--- src/rtl/npu_act_mem_arb.sv ---
// Activation-memory arbiter: datapath write > operand read > host write onto one 1-cycle-latency BRAM.
// Optional build macro NPU_ACT_MEM_RANGE_CHECK_EN blocks out-of-range accesses and raises a sticky addr_err.
module npu_act_mem_arb #(
  parameter int unsigned ADDR_WIDTH    = 12,
  parameter int unsigned DATA_WIDTH    = 8
`ifdef NPU_ACT_MEM_RANGE_CHECK_EN
  ,
  parameter int unsigned ACT_MEM_DEPTH = 3872
`endif
) (
  input  logic                  clk,
  input  logic                  rst_n,
  input  logic                  hw_mem_wr,
  input  logic [ADDR_WIDTH-1:0] hw_mem_wr_addr,
  input  logic [DATA_WIDTH-1:0] hw_mem_wr_data,
  output logic                  hw_mem_wr_ack_p,
  input  logic                  rd_req,
  input  logic [ADDR_WIDTH-1:0] rd_addr,
  output logic [DATA_WIDTH-1:0] rd_data,
  output logic                  rd_valid_p,
  input  logic                  host_wr,
  input  logic [ADDR_WIDTH-1:0] host_wr_addr,
  input  logic [DATA_WIDTH-1:0] host_wr_data,
  output logic                  host_wr_ack_p,
  output logic                  mem_en,
  output logic                  mem_we,
  output logic [ADDR_WIDTH-1:0] mem_addr,
  output logic [DATA_WIDTH-1:0] mem_wdata,
  input  logic [DATA_WIDTH-1:0] mem_rdata,
  output logic                  busy,
  output logic                  addr_err
);

  typedef enum logic [2:0] {
    ST_IDLE,
    ST_WR_ACC,
    ST_RD_ACC,
    ST_RD_CAP,
    ST_RD_DONE
  } state_e;

  state_e                state_q;
  logic                  hw_ack_q;
  logic                  host_ack_q;
  logic                  rd_valid_q;
  logic [DATA_WIDTH-1:0] rd_data_q;
  logic                  mem_en_q;
  logic                  mem_we_q;
  logic [ADDR_WIDTH-1:0] mem_addr_q;
  logic [DATA_WIDTH-1:0] mem_wdata_q;
  logic                  busy_q;
  logic                  rd_oor_q;

  // Per-requester out-of-range flags; constant 0 when the check is not built.
  logic hw_oor_c;
  logic rd_oor_c;
  logic host_oor_c;

`ifdef NPU_ACT_MEM_RANGE_CHECK_EN
  logic addr_err_q;

  assign hw_oor_c   = 32'(hw_mem_wr_addr) >= ACT_MEM_DEPTH;
  assign rd_oor_c   = 32'(rd_addr)        >= ACT_MEM_DEPTH;
  assign host_oor_c = 32'(host_wr_addr)   >= ACT_MEM_DEPTH;
  assign addr_err   = addr_err_q;

  // Sticky error: any granted out-of-range access sets it until reset.
  always_ff @(posedge clk or negedge rst_n) begin
    if (!rst_n) begin
      addr_err_q <= 1'b0;
    end else if (state_q == ST_IDLE) begin
      if (hw_mem_wr) begin
        if (hw_oor_c) addr_err_q <= 1'b1;
      end else if (rd_req) begin
        if (rd_oor_c) addr_err_q <= 1'b1;
      end else if (host_wr) begin
        if (host_oor_c) addr_err_q <= 1'b1;
      end
    end
  end
`else
  assign hw_oor_c   = 1'b0;
  assign rd_oor_c   = 1'b0;
  assign host_oor_c = 1'b0;
  assign addr_err   = 1'b0;
`endif

  // Arbitration FSM; every port-facing output is a register updated here.
  always_ff @(posedge clk or negedge rst_n) begin
    if (!rst_n) begin
      state_q     <= ST_IDLE;
      hw_ack_q    <= 1'b0;
      host_ack_q  <= 1'b0;
      rd_valid_q  <= 1'b0;
      rd_data_q   <= '0;
      mem_en_q    <= 1'b0;
      mem_we_q    <= 1'b0;
      mem_addr_q  <= '0;
      mem_wdata_q <= '0;
      busy_q      <= 1'b0;
      rd_oor_q    <= 1'b0;
    end else begin
      hw_ack_q   <= 1'b0;
      host_ack_q <= 1'b0;
      rd_valid_q <= 1'b0;
      mem_en_q   <= 1'b0;
      mem_we_q   <= 1'b0;
      case (state_q)
        ST_IDLE: begin
          if (hw_mem_wr) begin
            state_q     <= ST_WR_ACC;
            busy_q      <= 1'b1;
            mem_en_q    <= ~hw_oor_c;
            mem_we_q    <= 1'b1;
            mem_addr_q  <= hw_mem_wr_addr;
            mem_wdata_q <= hw_mem_wr_data;
            hw_ack_q    <= 1'b1;
          end else if (rd_req) begin
            state_q    <= ST_RD_ACC;
            busy_q     <= 1'b1;
            mem_en_q   <= ~rd_oor_c;
            mem_addr_q <= rd_addr;
            rd_oor_q   <= rd_oor_c;
          end else if (host_wr) begin
            state_q     <= ST_WR_ACC;
            busy_q      <= 1'b1;
            mem_en_q    <= ~host_oor_c;
            mem_we_q    <= 1'b1;
            mem_addr_q  <= host_wr_addr;
            mem_wdata_q <= host_wr_data;
            host_ack_q  <= 1'b1;
          end
        end
        ST_WR_ACC: begin
          state_q <= ST_IDLE;
          busy_q  <= 1'b0;
        end
        ST_RD_ACC: begin
          state_q <= ST_RD_CAP;
        end
        ST_RD_CAP: begin
          // Blocked reads never touched the BRAM, so return zero instead of stale rdata.
          rd_data_q  <= rd_oor_q ? '0 : mem_rdata;
          rd_valid_q <= 1'b1;
          state_q    <= ST_RD_DONE;
        end
        ST_RD_DONE: begin
          state_q <= ST_IDLE;
          busy_q  <= 1'b0;
        end
        default: begin
          state_q <= ST_IDLE;
          busy_q  <= 1'b0;
        end
      endcase
    end
  end

  assign hw_mem_wr_ack_p = hw_ack_q;
  assign host_wr_ack_p   = host_ack_q;
  assign rd_valid_p      = rd_valid_q;
  assign rd_data         = rd_data_q;
  assign mem_en          = mem_en_q;
  assign mem_we          = mem_we_q;
  assign mem_addr        = mem_addr_q;
  assign mem_wdata       = mem_wdata_q;
  assign busy            = busy_q;

endmodule

--- config.mk ---
export PLATFORM = sky130hd
export DESIGN_NAME = npu_act_mem_arb
export DESIGN_NICKNAME = d
export VERILOG_FILES = /design/src/rtl/npu_act_mem_arb.sv
export SDC_FILE = /design/constraint.sdc
export NUM_CORES = 1
export LEC_CHECK = 0
export CAP_MARGIN = 40
export CORE_MARGIN = 2
export CORE_UTILIZATION = 38
export DETAILED_ROUTE_END_ITERATION = 6
export PLACE_DENSITY = 0.84
export SYNTH_ARGS = -nofsm -noshare
export SYNTH_HDL_FRONTEND = slang
export SYNTH_SLANG_ARGS = --single-unit
--- constraint.sdc ---
create_clock -name clk -period 2.3 [get_ports clk]
set_clock_uncertainty 0.15 [all_clocks]
set_input_delay 0.69 -clock clk [delete_from_list [all_inputs] [get_ports clk]]
set_output_delay 0.69 -clock clk [all_outputs]
set_load 0.03 [all_outputs]
==> results of run 1 <==
worst reg2reg max path, cell delays in order (launching register included):
cell,delay (ns)
sky130_fd_sc_hd__dfrtp_1,0.43
sky130_fd_sc_hd__nor3_2,0.35
sky130_fd_sc_hd__o31a_4,0.37
sky130_fd_sc_hd__mux2_2,0.37
registers in the layout, summed over array words and instances, names as in the netlist:
register         flops
host_wr_ack_p        1
rd_valid_p           1
mem_we               1
mem_addr            12
mem_en               1
busy                 1
mem_wdata            8
state_q              3
hw_mem_wr_ack_p      1
rd_data              8
cell families after synthesis:
family	count (synthesis)
AO/OA/AOI/OAI	18
buffers and inverters	14
flip-flops	37
multiplexers	48
other	1
AND/OR/NAND/NOR	21
per-layer routing:
metal  track usage, %  share of wire [%]
met4             6.17                1.9
met5                0                  0
met3             4.17                4.9
met1             18.8                 40
met2             28.2                 53
area by class of cell:
class	instances	share of cell area (%)
multi-input cells	88	26.2
clock inverters	1	0.257
inverters	4	0.513
repair buffers	106	36.3
clock buffers	6	2.82
well taps	52	2.23
flip-flops and latches	37	31.7
final timing paths:
check                                         from                       to  cells after the start
setup / recovery           mem_addr[7]$_DFFE_PN0P_              mem_addr[7]                      1
hold / removal                               rst_n  mem_addr[7]$_DFFE_PN0P_                      2
setup reg to reg            state_q[1]$_DFFE_PN0P_  mem_addr[2]$_DFFE_PN0P_                      3
hold reg to reg             rd_data[4]$_DFFE_PN0N_   rd_data[4]$_DFFE_PN0N_                      1
max in group asynchronous                    rst_n  mem_addr[3]$_DFFE_PN0P_                      2
min in group clk            rd_data[4]$_DFFE_PN0N_   rd_data[4]$_DFFE_PN0N_                      1
synthesized netlist by cell type:
| library cell | number | share of area (%) |
|---|---|---|
| sky130_fd_sc_hd__dfrtp_1 | 37 | 52 |
| sky130_fd_sc_hd__mux2_2 | 19 | 12 |
| sky130_fd_sc_hd__nand2_1 | 13 | 2.7 |
| sky130_fd_sc_hd__mux2i_1 | 12 | 6.7 |
| sky130_fd_sc_hd__o21ai_0 | 12 | 3.4 |
| sky130_fd_sc_hd__mux2_1 | 9 | 5.7 |
| sky130_fd_sc_hd__mux2_4 | 8 | 6.7 |
| sky130_fd_sc_hd__buf_4 | 5 | 2.1 |
| sky130_fd_sc_hd__inv_1 | 4 | 0.84 |
| sky130_fd_sc_hd__a21oi_1 | 2 | 0.56 |
| sky130_fd_sc_hd__buf_2 | 2 | 0.56 |
| sky130_fd_sc_hd__buf_6 | 2 | 1.3 |
| sky130_fd_sc_hd__nor2_1 | 2 | 0.42 |
| sky130_fd_sc_hd__o21a_1 | 2 | 0.84 |
| sky130_fd_sc_hd__and2_1 | 1 | 0.35 |
| sky130_fd_sc_hd__and3_1 | 1 | 0.35 |
| sky130_fd_sc_hd__clkbuf_1 | 1 | 0.21 |
| sky130_fd_sc_hd__conb_1 | 1 | 0.21 |
| sky130_fd_sc_hd__nor2b_1 | 1 | 0.35 |
| sky130_fd_sc_hd__nor3_1 | 1 | 0.28 |
| sky130_fd_sc_hd__nor3_2 | 1 | 0.56 |
| sky130_fd_sc_hd__o31a_1 | 1 | 0.49 |
| sky130_fd_sc_hd__o31a_4 | 1 | 0.98 |
| sky130_fd_sc_hd__or2_1 | 1 | 0.35 |
through the flow:
stage | instance area (um^2) | total power (W) | util (%) | hold WS, ns
final | 2920 | 0.00367 | 65.8 | 0.294
after detailed placement | 2830 | 0.00326 | 63.8 | 0.331
after CTS | 2920 | 0.00372 | 65.8 | 0.299
after floorplan | 1780 | 0.00241 | - | 0.244
after global placement | 2830 | 0.00322 | 63.8 | 0.323
after global routing | 2920 | 0.00386 | 65.8 | 0.324
power by group:
| part | internal, W | switching, W | leakage [nW] |
|---|---|---|---|
| registers | 0.000972 | 0.000169 | 0.447 |
| logic | 0.00106 | 0.00103 | 0.784 |
| clock network | 0.000237 | 0.000217 | 0.0433 |
==> impl_metrics.tcl, run 1 <==
set metrics [dict create \
    outcome "complete, no violations" \
    area_share_of_and_or_nand_nor_cells_after_synthesis_pct 5.41 \
    cts_buffer_depth 2 \
    chipWidth_um 72.5 \
    synth_seq_cells 37 \
    insertion_delay_ns 0.28 \
    fillers 365 \
    cell_variety_after_synth 24 \
    gpl.final_weighted_congestion 0.769 \
    max_clock_freq_ghz 0.460 \
    mappedNetlistNets 204 \
    tritoncts "done" \
    hp-class "input port to async pin" \
    htree_levels 2 \
    cts_root_buffer "sky130_fd_sc_hd__clkbuf_8" \
    synth-compound-area-share_pct 6.25 \
    ios 100 \
    setup.worst_path.start_class "register" \
    post_cts_resized 0 \
    grt_setup_unrepaired "false" \
    drt-total-wl_mm 4.04 \
    tcrit_tclk_final_pct 94.5 \
    grt_pass1_vias 1389 \
    placementRows 24 \
    critical_path.n_buffers_inverters 1 \
    synth_warnings 0 \
    clock-sinks 37 \
    critical-path-top-delay-family "buffers and inverters" \
    reg2reg_slack_ns 0.52 \
    timing.critical_path.arrival_ns 1.33 \
    timing.critical_path.fanout_max 2 \
    critical-path-max-stage-delay_ns 0.69 \
    grt_max_degree 38 \
    cellLeakagePower_nw 1.27 \
    worstSetupPathType "register to output pin" \
    antenna_found_initial 0 \
    report.final.slew_viol_count 0 \
    finalCriticalPeriod_ns 2.17 \
    worstPathRequired_ns 1.46 \
    insertedDiodeCount 0 \
    routed_wire_length_per_instance_um 13.7 \
    drt-initial-drc-count 46 \
    cts_buffers 5 \
    dominant_combinational_cell_family_by_area_after_synthesis "multiplexers" \
    gr-total-overflow 0 \
    multiInputGateArea_um2 767 \
    vdd_drop_max_mv 0.613 \
    design.die.area_um2 5250 \
    syn_inst 139 \
    via_per_inst 4.73 \
    place_inst 287 \
    cp_slowest_cell "sky130_fd_sc_hd__clkdlybuf4s50_1" \
    synth_seq_area_share_pct 52.0 \
    post_synth_adder_cell_area_pct 0 \
    die_y_um 72.5 \
    drc 0 \
    final_common_cell "sky130_fd_sc_hd__clkdlybuf4s50_1" \
    critical_path.endpoint_type "output pin" \
    grt_first_pass_wirelength_mm 6.53 \
    final_cell_count_no_fill 294 \
    maxCapViolCount 0 \
    placement.setup.worst_slack_ns -0.0554 \
    count_of_final_hold_check_violations 0 \
    design.final.nets 307 \
    floorplan.initialDensity_pct 40.1 \
    worst_setup_hold_path_clk_slew_ns 0.07 \
    synth.mux.area_fraction_pct 31.2 \
    synthToLayoutAreaGrowth_pct 64.1 \
    core_area_um2 4440 \
    syn_area_um2 1780 \
    yosys.area_share.xor_xnor_pct 0 \
    setup_viol_count_final 0 \
    drt_first_pass_iters 3 \
    routed-via-count 1391 \
    worst_path_setup_slack_after_routing_ns 0.126 \
    crit_path_cell_trace "clkdlybuf4s50_1" \
    detailed_place_hpwl_mm 3.17 \
    ant_nets 0 \
    final_layout_size_suffix_gt1_share_pct 18.6 \
    postCtsSetupRepairBufs 0 \
    avg_inst_size_synth_um2 12.8 \
    layout_common_cells "97 x sky130_fd_sc_hd__clkdlybuf4s50_1, 37 x sky130_fd_sc_hd__dfrtp_1, 19 x sky130_fd_sc_hd__mux2_2" \
    area.sequential_um2 926 \
    post_cts_hold_buffer_count 0 \
    power-per-cell-area_nw_per_um2 1260 \
    setup_tns_ns 0 \
    quantity_of_i_o_buffers_inserted_on_ports 98 \
    track_usage_pct 16.1 \
]
(Power assumes the default switching activity.)
==> inputs of run 2 (changes only) <==
--- a/config.mk
+++ b/config.mk
@@ -7,9 +7,10 @@
 export LEC_CHECK = 0
 export CAP_MARGIN = 40
 export CORE_MARGIN = 2
-export CORE_UTILIZATION = 38
+export CORE_UTILIZATION = 31
 export DETAILED_ROUTE_END_ITERATION = 6
-export PLACE_DENSITY = 0.84
+export PLACE_DENSITY = 0.75
+export REMOVE_ABC_BUFFERS = 1
 export SYNTH_ARGS = -nofsm -noshare
 export SYNTH_HDL_FRONTEND = slang
 export SYNTH_SLANG_ARGS = --single-unit
==> impl_metrics.tcl, run 2 (synthesized netlist as in run 1, its figures left out) <==
set metrics [dict create \
    htree_levels 2 \
    placementRows 27 \
    core_area_um2 5540 \
    ant_nets 0 \
    design.final.nets 307 \
    setup_crit_end "mem_addr[11]" \
    routed_wire_length_per_instance_um 13.5 \
    tcrit_tclk_final_pct 94.5 \
    timing.critical_path.arrival_ns 1.33 \
    globalRouteMet3Util_pct 6.56 \
    hp-class "input port to async pin" \
    critical-path-max-stage-delay_ns 0.69 \
    post_cts_resized 0 \
    postCtsSetupRepairBufs 0 \
    antenna_found_initial 0 \
    largest_register_ff_count 12 \
    detailed_place_hpwl_mm 3.30 \
    cellLeakagePower_nw 1.27 \
    grt_max_degree 29 \
    r2r_start "state_q[1]$_DFFE_PN0P_" \
    setup.worst_path.start_class "register" \
    tritoncts "done" \
    worst_r2r_endpoint "mem_addr[1]$_DFFE_PN0P_" \
    critical-path-top-delay-family "buffers and inverters" \
    worst_setup_hold_path_clk_slew_ns 0.07 \
    cts_root_buffer "sky130_fd_sc_hd__clkbuf_8" \
    routed-via-count 1421 \
    clock-sinks 37 \
    cts_buffer_depth 2 \
    insertedDiodeCount 0 \
    grt_pass1_vias 1492 \
    vdd_drop_max_mv 0.652 \
    worstPathRequired_ns 1.46 \
    dpl_cell_area_um2 2860 \
    chipWidth_um 79.8 \
    drc 0 \
    outcome "complete, no violations" \
    max_clock_freq_ghz 0.460 \
    top_usage_layer "met2" \
    critical_path.endpoint_type "output pin" \
    drt_first_pass_iters 4 \
    cp_slowest_cell "sky130_fd_sc_hd__clkdlybuf4s50_1" \
    layout.cell_area.non_filler_um2 2940 \
    final_layout_size_suffix_gt1_share_pct 17.7 \
    timing.critical_path.fanout_max 2 \
    globalRouteMet1Util_pct 16.7 \
    post_cts_hold_buffer_count 0 \
    drt-initial-drc-count 29 \
    worstSetupPathType "register to output pin" \
    track_usage_pct 14.5 \
    cts_buffers 5 \
    gpl.final_weighted_congestion 0.723 \
    timing.critical_path.depth 1 \
    design.die.area_um2 6370 \
    grt_first_pass_wirelength_mm 7.04 \
    final_common_cell "sky130_fd_sc_hd__clkdlybuf4s50_1" \
    via_per_inst 4.51 \
    floorplan.initialDensity_pct 32.2 \
    ios 100 \
    grt_setup_unrepaired "false" \
    met2_routing_resource_usage_after_global_routing_pct 24.4 \
    layout_common_cells "97 x sky130_fd_sc_hd__clkdlybuf4s50_1, 37 x sky130_fd_sc_hd__dfrtp_1, 19 x sky130_fd_sc_hd__mux2_2" \
    setup_viol_count_final 0 \
    insertion_delay_ns 0.28 \
    report.final.slew_viol_count 0 \
    drt-total-wl_mm 4.26 \
    critical_path.n_buffers_inverters 1 \
    synthToLayoutAreaGrowth_pct 65.0 \
    fillers 505 \
    count_of_final_hold_check_violations 0 \
    setup_tns_ns 0 \
    gr-total-overflow 0 \
    power-per-cell-area_nw_per_um2 1250 \
    r2r.worst_path.cells 3 \
    crit_path_cell_trace "clkdlybuf4s50_1" \
    finalCriticalPeriod_ns 2.17 \
    multiInputGateArea_um2 767 \
    design_power_total_w 0.00366 \
    reg2reg_slack_ns 0.55 \
    crit_path_start "mem_addr[11]$_DFFE_PN0P_" \
    maxCapViolCount 0 \
    quantity_of_i_o_buffers_inserted_on_ports 98 \
    die_y_um 79.8 \
    area.sequential_um2 926 \
]
==> run 2: changes by cell type in the layout (fill, tap and decap cells not counted) <==
cell	delta
sky130_fd_sc_hd__clkbuf_1	+3
sky130_fd_sc_hd__clkbuf_8	-1
sky130_fd_sc_hd__clkinvlp_4	-1
==> run 2: power by group <==
part	internal [W]	switching (W)	leakage (nW)	total (W)
combinational	0.00105	0.00103	0.784	0.00209
sequential	0.000973	0.000178	0.447	0.00115
clock	0.000215	0.000208	0.0395	0.000423
total	0.00224	0.00142	1.27	0.00366
==> run 2: worst min path at each step <==
stage                         endpoint  slack, ns  cells after the start
6_report       mem_addr[3]$_DFFE_PN0P_       0.22                      1
3_5_place_dp    rd_data[4]$_DFFE_PN0N_       0.33                      1
2_1_floorplan         busy$_DFFE_PN0P_       0.24                      0
4_1_cts        mem_addr[3]$_DFFE_PN0P_       0.23                      1
3_3_place_gp    rd_data[6]$_DFFE_PN0N_       0.32                      1
5_1_grt        mem_addr[3]$_DFFE_PN0P_       0.25                      1
==> run 2: cell type report <==
| cell class | count | area share, % |
|---|---|---|
| Multi-Input combinational cell | 88 | 26.1 |
| Tap cell | 72 | 3.07 |
| Inverter | 4 | 0.511 |
| Sequential cell | 37 | 31.5 |
| Clock buffer | 8 | 2.72 |
| Timing Repair Buffer | 106 | 36.1 |
==> run 2: metrics by stage <==
stage / cells / hold slack (ns) / worst slack [ns] / util [%]
3_5_place_dp: 307 / 0.335 / -0.0442 / 51.6
4_1_cts: 315 / 0.231 / 0.106 / 53.0
3_3_place_gp: 307 / 0.325 / -0.0260 / 51.6
5_1_grt: 315 / 0.250 / 0.0631 / 53.0
2_1_floorplan: 129 / 0.244 / 0.547 / -
6_report: 315 / 0.215 / 0.127 / 53.0
==> run 2: metal layers <==
metal	vias up	wire, um
met5	-	0
met4	0	57
met3	7	336
met2	48	2170
met1	680	1700
li1	686	-
